`config.mk`:
```
export PLATFORM = sky130hd
export DESIGN_NAME = wb_openram_banked
export DESIGN_NICKNAME = d
export VERILOG_FILES = /design/src/rtl/wb_openram_banked.sv
export SDC_FILE = /design/constraint.sdc
export NUM_CORES = 1
export LEC_CHECK = 0
export BUFFER_PORTS_ARGS = -buffer_cell sky130_fd_sc_hd__buf_2
export CAP_MARGIN = 25
export CORE_AREA = 2 2 87 89
export DETAILED_ROUTE_END_ITERATION = 10
export DIE_AREA = 0 0 89 91
export PLACE_DENSITY_LB_ADDON = 0.1
export SYNTH_ARGS = -nofsm -noshare
export SYNTH_HDL_FRONTEND = slang
export SYNTH_SLANG_ARGS = --single-unit
```
`constraint.sdc`:
```
create_clock -name wb_clk_i -period 2.6 [get_ports wb_clk_i]
set_clock_uncertainty 0.05 [all_clocks]
set_input_delay 0.52 -clock wb_clk_i [delete_from_list [all_inputs] [get_ports wb_clk_i]]
set_output_delay 0.52 -clock wb_clk_i [all_outputs]
set_load 0.05 [all_outputs]
```
`src/rtl/wb_openram_banked.sv`:
```
`default_nettype none
// ============================================================================
// wb_openram_banked : Wishbone classic slave over NUM_BANKS OpenRAM RW macros
// Revision 1.0 - initial banked release
// ============================================================================
module wb_openram_banked #(
  parameter logic [31:0] BASE_ADDR    = 32'h3000_0000,
  parameter int          ADDR_WIDTH   = 9,
  parameter int          NUM_BANKS    = 2,
  parameter int          READ_LATENCY = 1
) (
  input  logic                      wb_clk_i,
  input  logic                      wb_rst_ni,
  input  logic                      wbs_cyc_i,
  input  logic                      wbs_stb_i,
  input  logic                      wbs_we_i,
  input  logic [3:0]                wbs_sel_i,
  input  logic [31:0]               wbs_adr_i,
  input  logic [31:0]               wbs_dat_i,
  output logic                      wbs_ack_o,
  output logic                      wbs_err_o,
  output logic [31:0]               wbs_dat_o,
  output logic [NUM_BANKS-1:0]      ram_csb,
  output logic [NUM_BANKS-1:0]      ram_web,
  output logic [4*NUM_BANKS-1:0]    ram_wmask,
  output logic [ADDR_WIDTH-1:0]     ram_addr,
  output logic [31:0]               ram_din,
  input  logic [32*NUM_BANKS-1:0]   ram_dout
);

  localparam int          c_bank_bits = (NUM_BANKS > 1) ? $clog2(NUM_BANKS) : 0;
  localparam int          c_bank_w    = (c_bank_bits > 0) ? c_bank_bits : 1;
  localparam logic [31:0] c_win       = 32'(NUM_BANKS) << (ADDR_WIDTH + 2);
  localparam logic [1:0]  c_cnt_init  = 2'(READ_LATENCY - 1);

  typedef enum logic [1:0] {
    IDLE    = 2'd0,
    RD_WAIT = 2'd1,
    RESP    = 2'd2
  } state_t;

  state_t              r_state;
  logic [1:0]          r_cnt;
  logic [c_bank_w-1:0] r_bank;
  logic [c_bank_w-1:0] w_bank;
  logic                w_req;
  logic                w_hit;
  logic                w_access;
  logic [31:0]         w_rd_data;

  assign w_req     = wbs_cyc_i & wbs_stb_i;
  assign w_hit     = (wbs_adr_i & ~(c_win - 32'd1)) == BASE_ADDR;
  assign ram_addr  = wbs_adr_i[ADDR_WIDTH+1:2];
  assign ram_din   = wbs_dat_i;
  assign w_rd_data = ram_dout[32*int'(r_bank) +: 32];

  // Gated by reset so the macros see no select while the bridge is held in reset.
  assign w_access = wb_rst_ni & (r_state == IDLE) & w_req & w_hit &
                    ~(wbs_we_i & (wbs_sel_i == 4'd0));

  generate
    if (c_bank_bits > 0) begin : g_bank_decode
      assign w_bank = wbs_adr_i[ADDR_WIDTH+c_bank_bits+1:ADDR_WIDTH+2];
    end else begin : g_single_bank
      assign w_bank = '0;
    end

    for (genvar b = 0; b < NUM_BANKS; b++) begin : g_bank
      logic w_bank_match;
      assign w_bank_match          = (w_bank == c_bank_w'(b));
      assign ram_csb[b]            = ~(w_access & w_bank_match);
      assign ram_web[b]            = ~(w_access & w_bank_match & wbs_we_i);
      assign ram_wmask[4*b +: 4]   = w_bank_match ? wbs_sel_i : 4'd0;
    end
  endgenerate

  always_ff @(posedge wb_clk_i or negedge wb_rst_ni) begin
    if (!wb_rst_ni) begin
      r_state   <= IDLE;
      wbs_ack_o <= 1'b0;
      wbs_err_o <= 1'b0;
      wbs_dat_o <= '0;
      r_cnt     <= '0;
      r_bank    <= '0;
    end else begin
      case (r_state)
        IDLE: begin
          if (w_req) begin
            if (!w_hit) begin
              wbs_err_o <= 1'b1;
              r_state   <= RESP;
            end else if (wbs_we_i) begin
              wbs_ack_o <= 1'b1;
              r_state   <= RESP;
            end else begin
              r_bank  <= w_bank;
              r_cnt   <= c_cnt_init;
              r_state <= RD_WAIT;
            end
          end
        end
        RD_WAIT: begin
          // Master abort wins over a read that would complete on this edge.
          if (!wbs_cyc_i) begin
            r_state <= IDLE;
          end else if (r_cnt == 2'd0) begin
            wbs_dat_o <= w_rd_data;
            wbs_ack_o <= 1'b1;
            r_state   <= RESP;
          end else begin
            r_cnt <= r_cnt - 2'd1;
          end
        end
        RESP: begin
          wbs_ack_o <= 1'b0;
          wbs_err_o <= 1'b0;
          r_state   <= IDLE;
        end
        default: r_state <= IDLE;
      endcase
    end
  end

endmodule
`default_nettype wire

```
==> Word-level counts from Yosys, hierarchy flattened <==
Cells that the tools add are included.
{ "totals": {"register_bits": 39, "inputBits": 137, "wordCells": 72} }
{ "op_classes": {"n_addsub": 1, "eq_ne": 12, "shift": 1, "muxes": 23, "bitwise": 17, "reduce_logical": 12} }
{ "ops": {"columns": ["cell", "count"], "rows": [
  ["indexed part select 64 x 7 -> 32 bit", 1],
  ["== test 20 x 18 -> 1 bit, second input constant", 1],
  ["two-way mux 2 bit", 10],
  ["!= test 2 bit, second input constant", 8],
  ["AND reduction 6 bit", 2],
  ["bitwise AND 1 bit", 10],
  ["two-way mux 4 bit", 2],
  ["case mux 2 bit (2 select lines)", 2],
  ["two-way mux 1 bit", 7],
  ["NOT 1 bit", 7],
  ["AND reduction 3 bit", 2],
  ["logical NOT 2 bit", 2],
  ["logical NOT 4 bit", 1],
  ["AND reduction 4 bit", 1],
  ["nonzero test 2 bit", 2],
  ["!= test 3 bit, second input constant", 1],
  ["case mux 1 bit (3 select lines)", 1],
  ["nonzero test 3 bit", 1],
  ["== test 2 x 1 -> 1 bit, second input constant", 1],
  ["== test 2 bit, second input constant", 1],
  ["case mux 1 bit (2 select lines)", 1],
  ["AND reduction 2 bit", 1],
  ["subtractor 2 x 1 -> 2 bit, second input constant", 1]
]} }

==> Logic depth before layout (Yosys ltp) <==
Gate-level depths: netlist (run 1).
{ "logic_depth": {"ltp_word": 8, "ltp_mapped": 8, "ltp_nobuf": 6} }

==> Worst setup path after synthesis (run 1) <==
Ideal clock, no wire load.
{ "synth_path": {"path_kind": "input port to output port", "from": "input port wbs_sel_i[2]", "to": "output port ram_web[0]", "arrival_ns": 1.795, "required_ns": 2.030, "setup_slack_ns": 0.235, "path_stages": 3, "path_cell_list": "or4b_2 > o21a_1 > nand4b_1"} }
{ "synth_via": {"elab_chain_cells": 7} }
{ "synth_lines": {"columns": ["item", "line_no", "rtl"], "rows": [
  ["start: declaration", "17", "input logic [3:0] wbs_sel_i,"],
  ["logical NOT 4 bit", "59", "~(wbs_we_i & (wbs_sel_i == 4'd0));"],
  ["bitwise AND 1 bit", "59", null],
  ["NOT 1 bit", "59", null],
  ["bitwise AND 1 bit", "58", "assign w_access = wb_rst_ni & (r_state == IDLE) & w_req & w_hit &"],
  ["bitwise AND 1 bit (2 in series)", "72", "assign ram_web[b] = ~(w_access & w_bank_match & wbs_we_i);"],
  ["NOT 1 bit", "72", null],
  ["end: declaration", "24", "output logic [NUM_BANKS-1:0] ram_web,"]
]} }
Every way passes these cells.

==> Worst setup path after layout (run 1) <==
{ "layout_path": {"from": "input port wbs_sel_i[2]", "to": "output port ram_csb[1]"} }
{ "layout_via": {"elab_chain_cells": 6} }
{ "layout_lines": {"columns": ["item", "line_no", "rtl"], "rows": [
  ["logical NOT 4 bit", "59", null],
  ["bitwise AND 1 bit", "59", null],
  ["NOT 1 bit", "59", null],
  ["bitwise AND 1 bit", "58", null],
  ["bitwise AND 1 bit", "71", "assign ram_csb[b] = ~(w_access & w_bank_match);"],
  ["NOT 1 bit", "71", null],
  ["end: declaration", "23", "output logic [NUM_BANKS-1:0] ram_csb,"]
]} }
Every way passes these cells.

==> impl_summary.md, run 1 <==
Global route
The via count of the first global-routing pass is ~1900. For this run, global-route usage on met3 was measured as 0.0291. Entering global routing, the biggest net connects 45 pins.

The layer with the highest usage is met2. The met2 routing resource usage after global routing is 0.227. For this run, global-route usage on met1 was measured as 0.153. The first-pass GRT wire length is 8550 um. The overflow left after global routing is 0. The initial antenna violation count is 0.

For this run, the total global-route usage over all layers was measured as 0.133.

Setup path
At the worst endpoint, the required time is roughly 2000 ps. The endpoint identified for the worst register-to-register timing path is wbs_dat_o[9]. The startpoint kind of the worst setup timing path is a primary input. STA classifies the critical path endpoint as an output port.

Tracing the worst setup path back leads to its startpoint at wbs_sel_i[2]. The critical path class is primary input to output port. In this run the worst setup path terminates at ram_csb[1].

Across all register-to-register paths, the minimum setup slack is 890 ps. For the worst flop-to-flop path, the logic depth is 6. In this run the critical register-to-register path is launched from r_cnt[0].

The maximum fanout along the worst path is 4. STA puts the critical path data arrival time at ~1900 ps.

Synth
The sequential share of the synthesized area is 0.421. The number of enable-type register cells in the synthesized netlist is 0. The adder and majority cell fraction of the synthesized area is 0.00540. The number of nets produced by synthesis is 379. Summed over all instances, the cell type with the most area after synthesis is dfrtp_1.

The async set or reset register ratio after synthesis is 1.00. Counting distinct cell types in the post-synthesis netlist gives 33. The synthesized-area fraction occupied by ao, oa, aoi and oai cells is 0.0972. Among all cell types in the netlist, the one instantiated most often is buf_4.

By count the netlist is led by buf_4, dfrtp_1, o21ai_0, nand2_1, mux2i_1. The number of cells produced by synthesis is between 200 and 250. For this run, the leading register cell type out of synthesis is dfrtp_1. During synthesis, Yosys emitted a total of 0 warnings. By area, the combinational part of the netlist is dominated by simple AND/OR/NAND/NOR gates. In the post-synthesis netlist, the biggest area contributors are dfrtp_1, mux2i_1, buf_4, o21ai_0, nand2_1. After synthesis, the mean cell area works out to 9.61 um2. Of the total synthesized cell area, the portion taken by XOR and XNOR cells is 0.

The synthesized design contains 39 register bits. The area share of the leading cell type in the synthesized netlist is 0.421. The portion of synthesized area spent on multiplexers is 0.147. The cell area that synthesis handed to floorplanning was between 2000 and 2500 um2. Of the total synthesized cell area, the portion taken by AND, OR, NAND and NOR gates is 0.170.

Outcome
The flow ran to the end, and the final reports show no timing, DRC or antenna violations.

Hold path
The path class of the tightest hold or removal check is primary input to async pin.

CTS
TritonCTS built the clock tree. After clock tree synthesis, the flow added hold-fix buffers numbering 0. The total clock buffers created by CTS is 5. For this design, the sink count on the clock tree is 39. The buffer cell driving the clock tree root is clkbuf_8. In this run the deepest clock path goes through 2 buffers. The clock-pin slew on the worst setup and hold paths is 80 ps.

In this run the number of H-tree levels came out at 2. The clock insertion delay at the later pin of the skew report is 290 ps.

Timing
The final number of max-transition violations is 0. For the pin with the worst max-slew slack, the measured transition is 923 ps. The worst pin sits at a relative slew slack of 0.385. Derived from the worst setup path, the maximum achievable clock frequency is 409 MHz. Setup total negative slack on the finished layout was measured at 0 ps. The count of final setup violators is 0. The hold slack is between 300 and 400 ps.

In the finished design, the share of the clock period the worst path needs comes to 0.941. The final count of hold timing violations is 0. The routed design could run at a clock period as short as 2450 ps. Setup repair after global routing left no endpoint under its margin.

Routing
The first-pass iteration count of the detailed router is 4. The mean routed wirelength per cell is 12.7 um. The detailed router finished its first iteration with 86 violations. In the routed design, unresolved DRC markers number 0.

The number of nets with antenna violations after routing is 0. The total routed wirelength is approximately 5500 um. The detailed router placed 1918 vias in this run.

The routed via count divided by cell count is 4.39.

Pwr
The cell area power density is 474 nW/um2. The cell leakage power is 1.46 nW. IR analysis of the VDD net gives a maximum drop of 218 uV.

Layout
Of the cells placed in the final design, the portion with a size suffix greater than 1 is 0.485. The net count of the finished layout is about 480. The post-synthesis to final-layout area growth is 27.0%. The finished layout holds between 400 and 500 standard cells, fillers aside. The count of antenna diodes in the layout is 0.

Die
The area enclosed by the die boundary is 8100 um2. The total area inside the core boundary comes to 7140 um2. The floorplan has 31 rows.

224 I/O pins were placed. The die extent in y is 91 um. The width of the chip is roughly 89 um. The initial utilization of the core area, before any placement, comes to 0.325.

Placement
Detailed placement finished with a half-perimeter wire length of 4280 um. In this run the tool buffered the top-level ports with 139 buffer cells. At the end of routability-driven placement, the weighted congestion stood at 0.739.

After detailed placement, the design holds a cell count of 429.

Run
The number of max-cap violations is 0.
[worst min path at each step]
stage / endpoint / slack [ps] / start
global route: wbs_dat_o[6] / 350 / wb_rst_ni
detailed placement: wbs_dat_o[6] / 410 / wbs_dat_o[6]
floorplan: r_bank / 170 / wb_rst_ni
global placement: wbs_dat_o[29] / 410 / wbs_dat_o[29]
finish: wbs_ack_o / 300 / wb_rst_ni
CTS: wbs_dat_o[10] / 320 / wb_rst_ni
[stage by stage]
| step | utilization | setup WS [ps] | power (mW) | cell area, um2 |
|---|---|---|---|---|
| detailed placement | 0.395 | 154 | 0.887 | 2820 |
| floorplan | - | 235 | 0.938 | 2320 |
| global route | 0.412 | 51.2 | 1.46 | 2940 |
| global placement | 0.395 | 160 | 0.885 | 2820 |
| finish | 0.412 | 152 | 1.39 | 2940 |
| CTS | 0.411 | 145 | 1.42 | 2940 |
[flip-flops by register name (all words and copies together) (netlist names)]
signal	count
r_state	2
wbs_dat_o	32
r_bank	1
r_cnt	2
wbs_err_o	1
wbs_ack_o	1
[per-layer routing]
metal  part of all wire  wire length, um
met3              0.071              394
met1               0.39             2170
met4              0.024              131
met2               0.51             2850
met5                  0                0
[placed cells by master, fill, tap and decap left out, drive strengths merged, types with 3 or more instances in the layout]
cell type and n:
buf 142, dfrtp 39, o21ai 37, nand2 35, mux2i 33, nor2b 7, and2 6, clkbuf 6
nor4 5, nand3 4, inv 3
[worst max-delay path, stage by stage]
cell and delay, ps:
buf_2 110, or4b_2 650, o21a_1 230, nand3_1 100, buf_2 270
[final cells by class]
type	count	area (um2)
clock buffer	6	82.6
clock inverter	2	35.0
fill	766	4200
inverter	3	11.3
multi-input combinational	146	980
sequential	39	977
tap	99	124
timing repair buffer	142	731
[report_power, final]
part / internal [mW] / switching, mW
logic: 0.0922 / 0.146
clock network: 0.311 / 0.211
registers: 0.624 / 0.00932
total: 1.03 / 0.367
[kinds of logic after synthesis]
family | after synthesis
flops | 39
simple gates | 69
buf+inv | 56
compound gates | 42
mux | 34
fa+ha+maj | 1
[timing repair]
action / 4_1_cts / 5_1_grt
buffers inserted: 0 / 0
setup endpoints to repair: 0 / 4
resized for setup: 0 / 1
(Power assumes the default switching activity.)
==> run 2: changes to the inputs <==
==> constraint.sdc (replaced) <==
create_clock -name wb_clk_i -period 2.36 [get_ports wb_clk_i]
set_clock_uncertainty 0.05 [all_clocks]
set_input_delay 0.472 -clock wb_clk_i [delete_from_list [all_inputs] [get_ports wb_clk_i]]
set_output_delay 0.472 -clock wb_clk_i [all_outputs]
set_load 0.05 [all_outputs]
==> run 2 against run 1 <==
Net effect: non-clock buffer count up 4; total power rose by 11%; first-iteration DRC count decreased by 31%; utilization up 0.79 points; critical path depth is the same; via count rose by 2.3%; sequential share of layout area is 0.58 points lower; combinational power is 11% higher; cell count is 0.92% higher.
==> impl_summary.md, run 2 (synthesized netlist as in run 1, its figures left out) <==
Timing
The hold slack is 241 ps (-63.6 ps). The transition time at the pin with the least slew margin is 509 ps (-414 ps). The count of final setup violators came to 0 (unchanged). Setup repair after global routing left no endpoint under its margin. The final number of max-transition violations was 0 (unchanged). The final total negative setup slack is 0 ps (unchanged). The smallest clock period supported by the final layout is computed as 2310 ps. The fraction of the cycle the final worst path needs is 0.979. The worst relative slew slack is 0.661 (+0.276). For this run, the top clock speed supported by timing is 433 MHz.

The final count of hold timing violations was 0 (unchanged).

Hold path
In this run the worst hold path is classified as primary input to async pin.

Routing
The violation count after the first detailed-routing iteration is 59 (-31%). The number of vias in the routed layout came to 1963 (+2.3%). The DRC violations left is 0 (unchanged).

The mean routed wirelength per cell is 12.6 um (-0.64%). The first-pass iteration count of the detailed router is 4 (unchanged). The number of nets with antenna violations after routing was 0 (unchanged).

The routed via count divided by cell count was 4.45 (+1.4%). The total routed wirelength is 5560 um (+0.27%).

Pwr
The share of power burned in the clock network is 0.375 (about the same). The power consumption is 1.54 mW (+11%). The cell internal power dissipation is 1.13 mW (+10%). The part of the total power dissipated in combinational logic is 0.172 (about the same).

The switching part of the total is 0.265 (+0.00135). The net switching power is 0.407 mW (+11%). The cell leakage power is 1.49 nW (+2.2%). The largest voltage drop on the vdd net is 267 uV (+22%).

The cell area power density is 514 nW/um2 (+8.5%). The sequential fraction of design power is 0.453 (about the same).

Run
The number of max-cap violations was 0 (unchanged).

CTS
The buffer cell driving the clock tree root is clkbuf_8. The clock insertion delay at the later pin of the skew report is 280 ps (about the same). The clock-pin slew on the worst setup and hold paths is 80 ps (about the same). The number of hold buffers added after CTS is 0 (unchanged).

The number of clock sinks is 39 (unchanged). The post-CTS setup buffer count is 0 (unchanged). The CTS tree is yes. The total clock buffers created by CTS is 5 (unchanged). The number of buffers between clock root and the deepest sink is 2 (unchanged). The number of levels the H-tree was split into is 2 (unchanged).

Layout
The top cell types in the final layout, fill and taps aside, are buf_2, dfrtp_1, o21ai_0. The library cell used most frequently in the layout, excluding fill and tap cells, is buf_2. The fill cell instance count of the final layout is 787 (+2.7%). In the final layout, the registers with the most flip-flops are wbs_dat_o (32), r_cnt (2), r_state (2). The count of antenna diodes in the layout is 0 (unchanged). The register containing the most flip-flops in the final layout is wbs_dat_o.

The number of flip-flops in the largest register is 32 (unchanged). The net count of the finished layout came to 479 (+0.84%). The utilization after layout is 0.420 (+0.00789). The post-synthesis to final-layout area growth is 29.4%. The layout cell share with drive strength beyond 1 is 0.500 (+0.0148).

Placement
The count of input and output buffers is 139 (unchanged). The half-perimeter wire length after detailed placement is 4350 um (+1.7%). The final RePlAce weighted congestion came to 0.702 (-5.0%).

Die
The core area is 7140 um2 (unchanged). The boundary pin count is 224 (unchanged). The area enclosed by the die boundary is 8100 um2 (unchanged). The cell row count came to 31 (unchanged). The die extent in y is 91 um (unchanged). The width of the chip is 89 um (unchanged).

The initial cell density of the core is 0.325 (unchanged).

Setup path
The arrival time of the worst setup path came to 1790 ps (-90 ps). The slack of the worst reg-to-reg path is 720 ps (-170 ps). STA classifies the critical path endpoint as an output port. The delay of the slowest critical-path stage is 650 ps (about the same).

The critical path class is primary input to output port. The data required time of the worst path was 1840 ps (-190 ps). The maximum fanout along the worst path is 4 (unchanged).

The signal on the critical path passes through buf_2 > or4b_2 > o21a_1 > nand4b_1 > clkbuf_4. The beginning of the critical path is wbs_sel_i[2]. The library cell contributing the largest single delay on the critical path is or4b_2.

In this run the critical register-to-register path is launched from r_cnt[0]. The worst setup path is launched from a primary input.

Global route
The first-pass GRT wire length is 8490 um (-0.73%). The via count of the first global-routing pass is 1738 (-6.8%). The layer with the highest usage is met2.

The met1 usage is 0.170 (+0.0169). The met3 global-route usage was 0.0273 (-0.00182). The met2 routing resource usage after global routing came to 0.213 (-0.0143). The overflow left after global routing is 0 (unchanged). The maximum number of pins on one net before global-route repair is 46 (+2.2%). The initial antenna violation count is 0 (unchanged).

The overall global routing resource usage is 0.133 (+0.000296).

Outcome
The run finished with clean final reports.
## run 2: changes by cell type in the layout (fill, tap and decap cells not counted), sizes merged
| cell | before | now |
|---|---|---|
| clkbuf | 6 | 10 |
## run 2: path summary, 6_finish.rpt
| kind | endpoint | cells after the start |
|---|---|---|
| min in group wb_clk_i | wbs_dat_o[13] | 3 |
| hold reg to reg | wbs_dat_o[17] | 2 |
| setup reg to reg | r_state[1] | 6 |
| hold / removal | wbs_dat_o[8] | 2 |
| max in group asynchronous | r_bank | 2 |
| setup / recovery | ram_web[0] | 5 |
## run 2: area by class of cell
cell class              count  area (um2)  area share
multi-input cells         146         982       0.328
flip-flops and latches     39         978       0.327
repair buffers            146         783       0.261
well taps                  99         124      0.0413
clock buffers               6        82.6      0.0276
clock inverters             2        35.0      0.0117
inverters                   3        11.3     0.00376
## run 2: power by group through the flow
stage	clock, mW	combinational [mW]	sequential, mW
6_report	0.578	0.265	0.698
5_1_grt	0.625	0.289	0.701
4_1_cts	0.604	0.268	0.698
3_5_place_dp	0	0.268	0.711
3_3_place_gp	0	0.265	0.711
2_1_floorplan	0	0.267	0.766
## run 2: layer usage
metal	wire, um	part of all wire
met3	368	0.066
met5	0	0
met4	146	0.026
met1	2260	0.41
met2	2790	0.50
## run 2: through the flow
step | area [um2] | instances | setup WS [ps]
floorplan | 2320 | 241 | 91.4
detailed placement | 2860 | 433 | 11.4
CTS | 2980 | 441 | 11.4
global route | 3000 | 441 | 8.66
finish | 3000 | 441 | 48.7
global placement | 2860 | 433 | 17.1
## run 2: what timing repair did
action	CTS	global route
resized for setup	0	8
endpoints found under the hold margin	0	0
setup endpoints to repair	0	4
## run 2: worst max-delay path: cells and delay by family
family	cells	cell delay, ps
simple gates	2	750
buf+inv	2	340
compound gates	1	220
